### config.mk
export PLATFORM = sky130hd
export DESIGN_NAME = mem_access_unit_flat
export DESIGN_NICKNAME = d
export VERILOG_FILES = /design/src/rtl/mem_access_unit_pkg.sv /design/src/rtl/mem_access_unit_if.sv /design/src/rtl/mem_access_unit_lane_align.sv /design/src/rtl/mem_access_unit.sv /design/src/flat_wrapper.sv
export SDC_FILE = /design/constraint.sdc
export NUM_CORES = 1
export LEC_CHECK = 0
export BUFFER_PORTS_ARGS = -buffer_cell sky130_fd_sc_hd__buf_4
export CELL_PAD_IN_SITES_DETAIL_PLACEMENT = 0
export CELL_PAD_IN_SITES_GLOBAL_PLACEMENT = 1
export CORE_MARGIN = 2
export CORE_UTILIZATION = 34
export DETAILED_ROUTE_END_ITERATION = 7
export PLACE_DENSITY_LB_ADDON = 0.1
export SYNTH_ARGS = -nofsm -noshare
export SYNTH_HDL_FRONTEND = slang
export SYNTH_HIERARCHICAL = 1
export SYNTH_SLANG_ARGS = --single-unit
### constraint.sdc
create_clock -name clk -period 1.7 [get_ports clk]
set_input_delay 0.255 -clock clk [delete_from_list [all_inputs] [get_ports clk]]
set_output_delay 0.255 -clock clk [all_outputs]
set_load 0.005 [all_outputs]
### src/rtl/mem_access_unit_pkg.sv
// Shared types for the MEM-stage load/store unit: size encodings, FSM states,
// and lane helpers.
package mem_access_pkg;

  localparam logic [1:0] SZ_BYTE = 2'b00;
  localparam logic [1:0] SZ_HALF = 2'b01;
  localparam logic [1:0] SZ_WORD = 2'b10;

  typedef enum logic [1:0] {
    S_IDLE = 2'd0,
    S_RD   = 2'd1,
    S_WR   = 2'd2,
    S_RESP = 2'd3
  } state_e;

  // Encoding 2'b11 falls through to the word case everywhere.
  function automatic logic [3:0] lane_mask(input logic [1:0] size, input logic [1:0] offset);
    logic [3:0] mask;
    case (size)
      SZ_BYTE: mask = 4'b0001 << offset;
      SZ_HALF: mask = offset[1] ? 4'b1100 : 4'b0011;
      default: mask = 4'b1111;
    endcase
    return mask;
  endfunction

  function automatic logic misaligned(input logic [1:0] size, input logic [1:0] offset);
    logic bad;
    case (size)
      SZ_BYTE: bad = 1'b0;
      SZ_HALF: bad = offset[0];
      default: bad = (offset != 2'b00);
    endcase
    return bad;
  endfunction

endpackage

### src/rtl/mem_access_unit_if.sv
// Pipeline-side request/response handshake of the load/store unit.
// master = pipeline (issues requests), slave = mem_access_unit.
interface mem_access_unit_if #(
  parameter int ADDR_W = 32,
  parameter int DATA_W = 32
);
  logic              req_valid;
  logic              req_ready;
  logic              req_write;
  logic [1:0]        req_size;
  logic              req_signed;
  logic [ADDR_W-1:0] req_addr;
  logic [DATA_W-1:0] req_wdata;
  logic              rsp_valid;
  logic [DATA_W-1:0] rsp_rdata;
  logic              rsp_err;

  modport master (
    output req_valid, req_write, req_size, req_signed, req_addr, req_wdata,
    input  req_ready, rsp_valid, rsp_rdata, rsp_err
  );

  modport slave (
    input  req_valid, req_write, req_size, req_signed, req_addr, req_wdata,
    output req_ready, rsp_valid, rsp_rdata, rsp_err
  );
endinterface

### src/rtl/mem_access_unit_lane_align.sv
// Combinational lane logic: little-endian load extract/extend and
// sub-word store merge into a previously read word.
module mau_lane_align
  import mem_access_pkg::*;
(
  input  logic [1:0]  size,
  input  logic        sign_ext,
  input  logic [1:0]  offset,
  input  logic [31:0] rword,
  input  logic [31:0] wdata,
  output logic [31:0] load_data,
  output logic [31:0] merged
);

  logic [3:0]  mask;
  logic [31:0] wrep;
  logic [7:0]  lane [4];
  logic [7:0]  byte_sel;
  logic [15:0] half_sel;

  assign mask = lane_mask(size, offset);

  // Replicate store data so every candidate lane already holds it.
  always_comb begin
    case (size)
      SZ_BYTE: wrep = {4{wdata[7:0]}};
      SZ_HALF: wrep = {2{wdata[15:0]}};
      default: wrep = wdata;
    endcase
  end

  generate
    for (genvar gi = 0; gi < 4; gi++) begin : g_lane
      assign lane[gi] = rword[8*gi +: 8];
      assign merged[8*gi +: 8] = mask[gi] ? wrep[8*gi +: 8] : rword[8*gi +: 8];
    end
  endgenerate

  assign byte_sel = lane[offset];
  assign half_sel = offset[1] ? rword[31:16] : rword[15:0];

  always_comb begin
    case (size)
      SZ_BYTE: load_data = {{24{sign_ext & byte_sel[7]}}, byte_sel};
      SZ_HALF: load_data = {{16{sign_ext & half_sel[15]}}, half_sel};
      default: load_data = rword;
    endcase
  end

endmodule

### src/rtl/mem_access_unit.sv
// MEM-stage load/store unit over a word-only data memory; sub-word stores use
// read-modify-write. Define MISALIGN_TRAP_EN to trap misaligned half/word accesses.
module mem_access_unit
  import mem_access_pkg::*;
#(
  parameter int ADDR_W = 32,
  parameter int DATA_W = 32
) (
  input  logic              clk,
  input  logic              reset,
  mem_access_unit_if.slave  bus,
  output logic              MemRead,
  output logic              MemWrite,
  output logic [ADDR_W-1:0] Address,
  output logic [DATA_W-1:0] WriteData,
  input  logic [DATA_W-1:0] ReadData
);

  state_e            state_reg, state_next;
  logic              write_reg;
  logic [1:0]        size_reg;
  logic              signed_reg;
  logic [ADDR_W-1:0] addr_reg;
  logic [DATA_W-1:0] wdata_reg;
  logic [DATA_W-1:0] wword_reg;
  logic [DATA_W-1:0] rdata_reg;
  logic [DATA_W-1:0] load_data;
  logic [DATA_W-1:0] merged;
  logic              accept;
  logic              trap;
  logic              err_reg;

  assign accept = bus.req_valid && (state_reg == S_IDLE);

`ifdef MISALIGN_TRAP_EN
  assign trap = misaligned(bus.req_size, bus.req_addr[1:0]);
`else
  assign trap = 1'b0;
`endif

  always_ff @(posedge clk) begin
    if (reset) state_reg <= S_IDLE;
    else       state_reg <= state_next;
  end

  always_comb begin
    state_next = state_reg;
    case (state_reg)
      S_IDLE: begin
        if (bus.req_valid) begin
          if (trap)                                    state_next = S_RESP;
          else if (bus.req_write && bus.req_size[1])   state_next = S_WR;
          else                                         state_next = S_RD;
        end
      end
      S_RD:    state_next = write_reg ? S_WR : S_RESP;
      S_WR:    state_next = S_RESP;
      S_RESP:  state_next = S_IDLE;
      default: state_next = S_IDLE;
    endcase
  end

  // Request fields are latched once; inputs are ignored until back in IDLE.
  always_ff @(posedge clk) begin
    if (reset) begin
      write_reg  <= 1'b0;
      size_reg   <= SZ_BYTE;
      signed_reg <= 1'b0;
      addr_reg   <= '0;
      wdata_reg  <= '0;
      wword_reg  <= '0;
      rdata_reg  <= '0;
      err_reg    <= 1'b0;
    end else if (accept) begin
      write_reg  <= bus.req_write;
      size_reg   <= bus.req_size;
      signed_reg <= bus.req_signed;
      addr_reg   <= bus.req_addr;
      wdata_reg  <= bus.req_wdata;
      wword_reg  <= bus.req_wdata;
      rdata_reg  <= '0;
      err_reg    <= trap;
    end else if (state_reg == S_RD) begin
      if (write_reg) wword_reg <= merged;
      else           rdata_reg <= load_data;
    end
  end

  mau_lane_align u_align (
    .size      (size_reg),
    .sign_ext  (signed_reg),
    .offset    (addr_reg[1:0]),
    .rword     (ReadData),
    .wdata     (wdata_reg),
    .load_data (load_data),
    .merged    (merged)
  );

  assign MemRead   = (state_reg == S_RD);
  assign MemWrite  = (state_reg == S_WR);
  assign Address   = (MemRead || MemWrite) ? {addr_reg[ADDR_W-1:2], 2'b00} : '0;
  assign WriteData = MemWrite ? wword_reg : '0;

  assign bus.req_ready = (state_reg == S_IDLE);
  assign bus.rsp_valid = (state_reg == S_RESP);
  assign bus.rsp_rdata = bus.rsp_valid ? rdata_reg : '0;
  assign bus.rsp_err   = bus.rsp_valid & err_reg;

endmodule

### src/flat_wrapper.sv
// flat-port wrapper written by rule: the top's interface ports become plain ports
module mem_access_unit_flat import mem_access_pkg::*;
#(
  parameter int ADDR_W = 32,
  parameter int DATA_W = 32
)
  (clk, reset, MemRead, MemWrite, Address, WriteData, ReadData, bus_req_valid, bus_req_write, bus_req_size, bus_req_signed, bus_req_addr, bus_req_wdata, bus_req_ready, bus_rsp_valid, bus_rsp_rdata, bus_rsp_err);
  mem_access_unit_if #(.ADDR_W(ADDR_W), .DATA_W(DATA_W)) bus_i ();
  input  logic clk;
  input  logic reset;
  output logic MemRead;
  output logic MemWrite;
  output logic [ADDR_W-1:0] Address;
  output logic [DATA_W-1:0] WriteData;
  input  logic [DATA_W-1:0] ReadData;
  input wire logic [$bits(bus_i.req_valid)-1:0] bus_req_valid;
  input wire logic [$bits(bus_i.req_write)-1:0] bus_req_write;
  input wire logic [$bits(bus_i.req_size)-1:0] bus_req_size;
  input wire logic [$bits(bus_i.req_signed)-1:0] bus_req_signed;
  input wire logic [$bits(bus_i.req_addr)-1:0] bus_req_addr;
  input wire logic [$bits(bus_i.req_wdata)-1:0] bus_req_wdata;
  output wire logic [$bits(bus_i.req_ready)-1:0] bus_req_ready;
  output wire logic [$bits(bus_i.rsp_valid)-1:0] bus_rsp_valid;
  output wire logic [$bits(bus_i.rsp_rdata)-1:0] bus_rsp_rdata;
  output wire logic [$bits(bus_i.rsp_err)-1:0] bus_rsp_err;
  assign bus_i.req_valid = bus_req_valid;
  assign bus_i.req_write = bus_req_write;
  assign bus_i.req_size = bus_req_size;
  assign bus_i.req_signed = bus_req_signed;
  assign bus_i.req_addr = bus_req_addr;
  assign bus_i.req_wdata = bus_req_wdata;
  assign bus_req_ready = bus_i.req_ready;
  assign bus_rsp_valid = bus_i.rsp_valid;
  assign bus_rsp_rdata = bus_i.rsp_rdata;
  assign bus_rsp_err = bus_i.rsp_err;
  mem_access_unit #(.ADDR_W(ADDR_W), .DATA_W(DATA_W)) u_core (.clk(clk), .reset(reset), .bus(bus_i), .MemRead(MemRead), .MemWrite(MemWrite), .Address(Address), .WriteData(WriteData), .ReadData(ReadData));
endmodule
======== Word level (Yosys, flattened, before mapping) ========
Cells that the tools add are included.
cells by class
  $lt $le $gt $ge ......................... 1
  equality and inequality tests ........... 5
  shift-type cells ........................ 1
  muxes and demuxes ....................... 22
  bitwise operators ....................... 4
  reductions and logical operators ........ 10
operators by type and width
  kind                                                  count
  2-to-1 mux 32 bit                                     6
  case mux 32 bit (2 select lines)                      2
  2-to-1 mux 8 bit                                      6
  binary-select mux 8 bit (select 2 bit)                1
  2-to-1 mux 16 bit                                     1
  case mux 2 bit (4 select lines)                       1
  case mux 4 bit (2 select lines)                       1
  equality test 2 x 1 -> 1 bit (second input constant)  2
  equality test 2 bit (second input constant)           2
  zero test 2 bit                                       2
  2-to-1 mux 2 bit                                      2
  2-to-1 mux 4 bit                                      1
  AND reduction 2 bit                                   2
  nonzero test 2 bit                                    2
  left shift 1 x 2 -> 4 bit (first input constant)      1
  >= comparator 3 bit (second input constant)           1
  NOT 2 -> 3 bit                                        1
  bitwise AND 1 bit                                     2
  logical AND 1 bit                                     2
  != test 2 bit (second input constant)                 1
  OR reduction 2 bit                                    1
  logical OR 1 bit                                      1
  2-to-1 mux 1 bit                                      1
  NOT 1 bit                                             1
word-level totals
  register bits ........................... 134
  input port bits ......................... 103
  output and inout bits ................... 101
  word-level logic and storage cells ...... 51

======== Depth between registers and ports, before layout ========
  depth in word-level cells ............... 6
  depth in mapped cells ................... 8
  depth with buffers taken out ............ 5

======== Cells and area by module ========
The synthesis kept the hierarchy.
by module, submodules not included
  module           times used  cells each  area an instance (sq um)  seq. area each (sq um)
  mem_access_unit  1           748         5858.1                    2682.6
  mau_lane_align   1           196         1562.7                    0.0

======== Worst setup path after synthesis ========
No wires, ideal clock.
  path kind ............................... reg-to-reg
  from .................................... reg u_core.addr_reg[1]
  to ...................................... reg u_core.wword_reg[11]
  setup time .............................. 145 ps
  arrival time ............................ 1576 ps
  data required time ...................... 1555 ps
  path slack .............................. -22 ps
  stages on the path, launching flop included .. 8
  buffers on the path ..................... 2
  clock period less this slack ............ 1722 ps
  cell sequence ........................... dfxtp_1 > buf_2 > inv_1 > clkbuf_1 > a21oi_2 > mux2_2 > nand2_1 > a311oi_2
between the ends
  cells in the longest elaborated chain, start to end .. 6
  elaborated cells between the ends (all ways) .. 7
  classes of those cells .................. 1 x shift; 6 x mux
RTL lines
  element                                                        RTL line                                              RTL
  from (decl)                                                    mem_access_unit.sv:23                                 logic [ADDR_W-1:0] addr_reg;
  from (signal assigned)                                         mem_access_unit.sv:78                                 addr_reg <= bus.req_addr;
  2-to-1 mux 4 bit or left shift 1 x 2 -> 4 bit (tied branches)  mem_access_unit_pkg.sv:21, mem_access_unit_pkg.sv:20
  case mux 4 bit (2 select lines) (*)                            mem_access_unit_pkg.sv:19                             case (size)
  2-to-1 mux 8 bit (*)                                           mem_access_unit_lane_align.sv:35                      assign merged[8*gi +: 8] = mask[gi] ? wrep[8*gi +: 8] : rword[8*gi +: 8];
  named net u_core.merged[11]                                    mem_access_unit.sv:28                                 logic [DATA_W-1:0] merged;
  2-to-1 mux 32 bit (*)                                          mem_access_unit.sv:84                                 if (write_reg) wword_reg <= merged;
  2-to-1 mux 32 bit (*)                                          mem_access_unit.sv:83                                 end else if (state_reg == S_RD) begin
  2-to-1 mux 32 bit (*)                                          mem_access_unit.sv:74                                 end else if (accept) begin
  to (signal assigned)                                           mem_access_unit.sv:80                                 wword_reg <= bus.req_wdata;
  to (signal assigned)                                           mem_access_unit.sv:84
  to (decl)                                                      mem_access_unit.sv:25                                 logic [DATA_W-1:0] wword_reg;
The timed path passes the listed nets; every way through them passes the cells marked *. The select of a mux whose other input is x is not followed.
A chain may end at the register's enable or synchronous reset.

======== Worst setup path in the final report ========
  from .................................... reg u_core.state_reg[1]
  to ...................................... out WriteData[30]
between the ends
  cells in the longest elaborated chain, start to end .. 2
RTL lines
  element                 RTL line                RTL
  from (decl)             mem_access_unit.sv:19   state_e state_reg, state_next;
  from (signal assigned)  mem_access_unit.sv:43   else state_reg <= state_next;
  equality test 2 bit     mem_access_unit.sv:100  assign MemWrite = (state_reg == S_WR);
  2-to-1 mux 32 bit       mem_access_unit.sv:102  assign WriteData = MemWrite ? wword_reg : '0;
  to (decl)               flat_wrapper.sv:14      output logic [DATA_W-1:0] WriteData;
Every way passes these cells.

==> metrics.yaml <==
global_route:
  grt_pass1_wl_mm: 39.8
  grt_pass1_vias: 6775
  grt-ovfl-total: 0
  grt_antenna_before_repair: 0
  grt_max_degree: 93
  grt_use_total: 0.228
cts:
  htree_levels: 4
  hold_buffers: 0
  clock-sinks: 134
  cts_tree: "built"
  cts_buffer_depth: 2
  path_clk_slew_ns: 0.07
  cts_buffers: 17
  clk_latency_ns: 0.42
  cts_root_buf: "clkbuf_16"
place:
  dp.final_hpwl_mm: 18.3
  globalplace.congestion: 0.803
  port_buffers: 200
  dpl_cell_area_mm2: 0.00941
route:
  ant_nets: 0
  viasPerCell: 5.11
  drt_iter0_markers: 399
  wl_mm: 26.9
  wl_per_cell_um: 18.8
  first_pass_iters: 7
  num_vias: 7301
  drc: 0
logic_synthesis:
  ys.warnings.count: 6
  syn_inst: 944
  synth_area_leaders: "dfxtp_1 (36%), nand2_1 (13%), and2_1 (8.0%)"
  synth_fa_ha_area_frac: 0.0101
  synth_top_area_cell: "dfxtp_1"
  synthMuxAreaShare: 0.103
  synth_top_family_by_area: "simple AND/OR/NAND/NOR gates"
  netlist_area_mm2: 0.00742
  syn_avg_cell_area_um2: 7.86
  synth_xor_area_frac: 0
  synth-simple-area-share: 0.276
  synth_top_area_frac: 0.361
  yosys_most_used_dff: "dfxtp_1"
  ys_seq_area_frac: 0.361
  yosysUniqueCellTypes: 41
  synth_compound_area_frac: 0.185
  synth-seq-cells: 134
  synth-async-reset-ratio: 0
  synth_edf_count: 0
sta:
  fin_crit_ns: 1.82
  max_freq_mhz: 550
  whs_ns: 0.0769
  period_share: 1.07
  skew_ns: 0.0110
  worst_slack_ns: -0.117
  drv_slew: 0
  hold_violations: 0
  rsz0062_at_grt: "yes"
  setup_violations: 96
flow_run:
  drv_cap: 0
die:
  start_util: 0.343
  pin_count: 204
  coreArea_mm2: 0.0216
  chipHeight_um: 152
  fp.dieArea_mm2: 0.0230
  die_x_um: 152
  rows: 54
setup_path:
  arrival_ns: 1.56
  crit_type: "reg -> out"
  cp.required_ns: 1.44
  cp_max_fo: 16
  worstSetupEndpointType: "primary output"
  cp-start-kind: "flip-flop"
pwr:
  leakagePower_nw: 4.37
  p_clk_frac: 0.237
  switching_power_w: 0.00581
  p_seq_frac: 0.278
  combPwrFrac: 0.485
  internal-power_w: 0.00951
  vdd_ir_drop_max_mv: 0.903
  p_sw_frac: 0.379
  powerDensity_mw_per_mm2: 1440
finish:
  area_growth_syn_to_layout_pct: 43.8
  antenna_cells: 0
  final_layout_size_suffix_gt1_frac: 0.388
  layout_commonest_cell: "nand2_1"
  mostFrequentLayoutCells: "nand2_1 (250), buf_4 (177), dfxtp_1 (129)"
  final_cell_area_mm2: 0.0107
  fin_nets: 1246
status:
  failed_checks: "setup timing"
  status: "finished with violations"
worst_hold_path:
  hp-class: "in -> reg"
critical path: stages (launching register included):
cell and delay (ns):
dfxtp_4 0.35, buf_6 0.13, ha_4 0.19, clkbuf_16 0.18
and2_1 0.16, buf_4 0.13
synth_stat cells (all sizes together) (17+ instances only):
cell,instances
mux2,49
dfxtp,134
buf,58
mux2i,17
a311oi,33
a21oi,103
nand3,33
nor2b,21
nand2,251
and2,95
clkbuf,30
nor2,40
path summary, 6_finish.rpt:
path                                     from                                end  slack (ns)  cells after the start
max reg2reg   u_core/size_reg[0]$_SDFFE_PP0P_  u_core/wword_reg[14]$_SDFFE_PP0P_        0.09                      6
min reg2reg  u_core/addr_reg[12]$_SDFFE_PP0P_   u_core/addr_reg[12]$_SDFFE_PP0P_        0.45                      2
min                          bus_req_addr[18]   u_core/addr_reg[18]$_SDFFE_PP0P_        0.08                      3
max          u_core/state_reg[1]$_SDFFE_PP0P_                      WriteData[30]       -0.12                      5
logic make-up (layout without fill, tap and decap cells):
group,after synthesis,count (layout)
and+or+nand+nor,450,450
AOI/OAI and AO/OA,194,194
DFF,134,134
buffers and inverters,92,296
muxes,67,67
adders and majority gates,6,6
other,1,3
metal layers:
| layer | vias up | routed length, um | part of all wire | GRT usage |
|---|---|---|---|---|
| li1 | 3584 | - | - | - |
| met1 | 3412 | 12200 | 0.46 | 0.323 |
| met2 | 276 | 12100 | 0.45 | 0.348 |
| met3 | 29 | 1980 | 0.074 | 0.0452 |
| met4 | 0 | 534 | 0.020 | 0.0690 |
| met5 | - | 0 | 0 | 0 |
area by class of cell:
type | count | area [um^2]
clock buffers | 20 | 457
inverters | 4 | 22.5
multi-input cells | 720 | 4500
repair buffers | 260 | 2530
clock inverters | 12 | 119
well taps | 280 | 350
fillers | 2219 | 10900
flip-flops and latches | 134 | 2690
repair_timing:
item / 4_1_cts / 5_1_grt
gates resized for setup: 63 / 84
buffers inserted: 1 / 4
hold endpoints to repair: 0 / 0
endpoints found under the setup margin: 103 / 129
pin swaps: 13 / 19
cloned: 3 / 3
power by group through the flow:
stage | Combinational, W | Clock [W] | Sequential (W)
finish | 0.00743 | 0.00363 | 0.00427
global route | 0.00804 | 0.00387 | 0.00434
CTS | 0.00691 | 0.00371 | 0.00422
detailed placement | 0.00637 | 0 | 0.00427
global placement | 0.00636 | 0 | 0.00426
floorplan | 0.00404 | 0 | 0.00411
through the flow:
stage / setup WS [ns] / utilization / instances / setup TNS (ns) / total power [W]
2_1_floorplan: -0.00973 / - / 946 / -0.0389 / 0.00815
3_5_place_dp: -0.0997 / 0.435 / 1387 / -0.611 / 0.0106
4_1_cts: -0.111 / 0.476 / 1423 / -8.06 / 0.0148
3_3_place_gp: -0.0818 / 0.435 / 1387 / -0.543 / 0.0106
5_1_grt: -0.163 / 0.494 / 1430 / -12.57 / 0.0163
6_report: -0.117 / 0.494 / 1430 / -8.51 / 0.0153
Power figures use the tool's default switching activity.
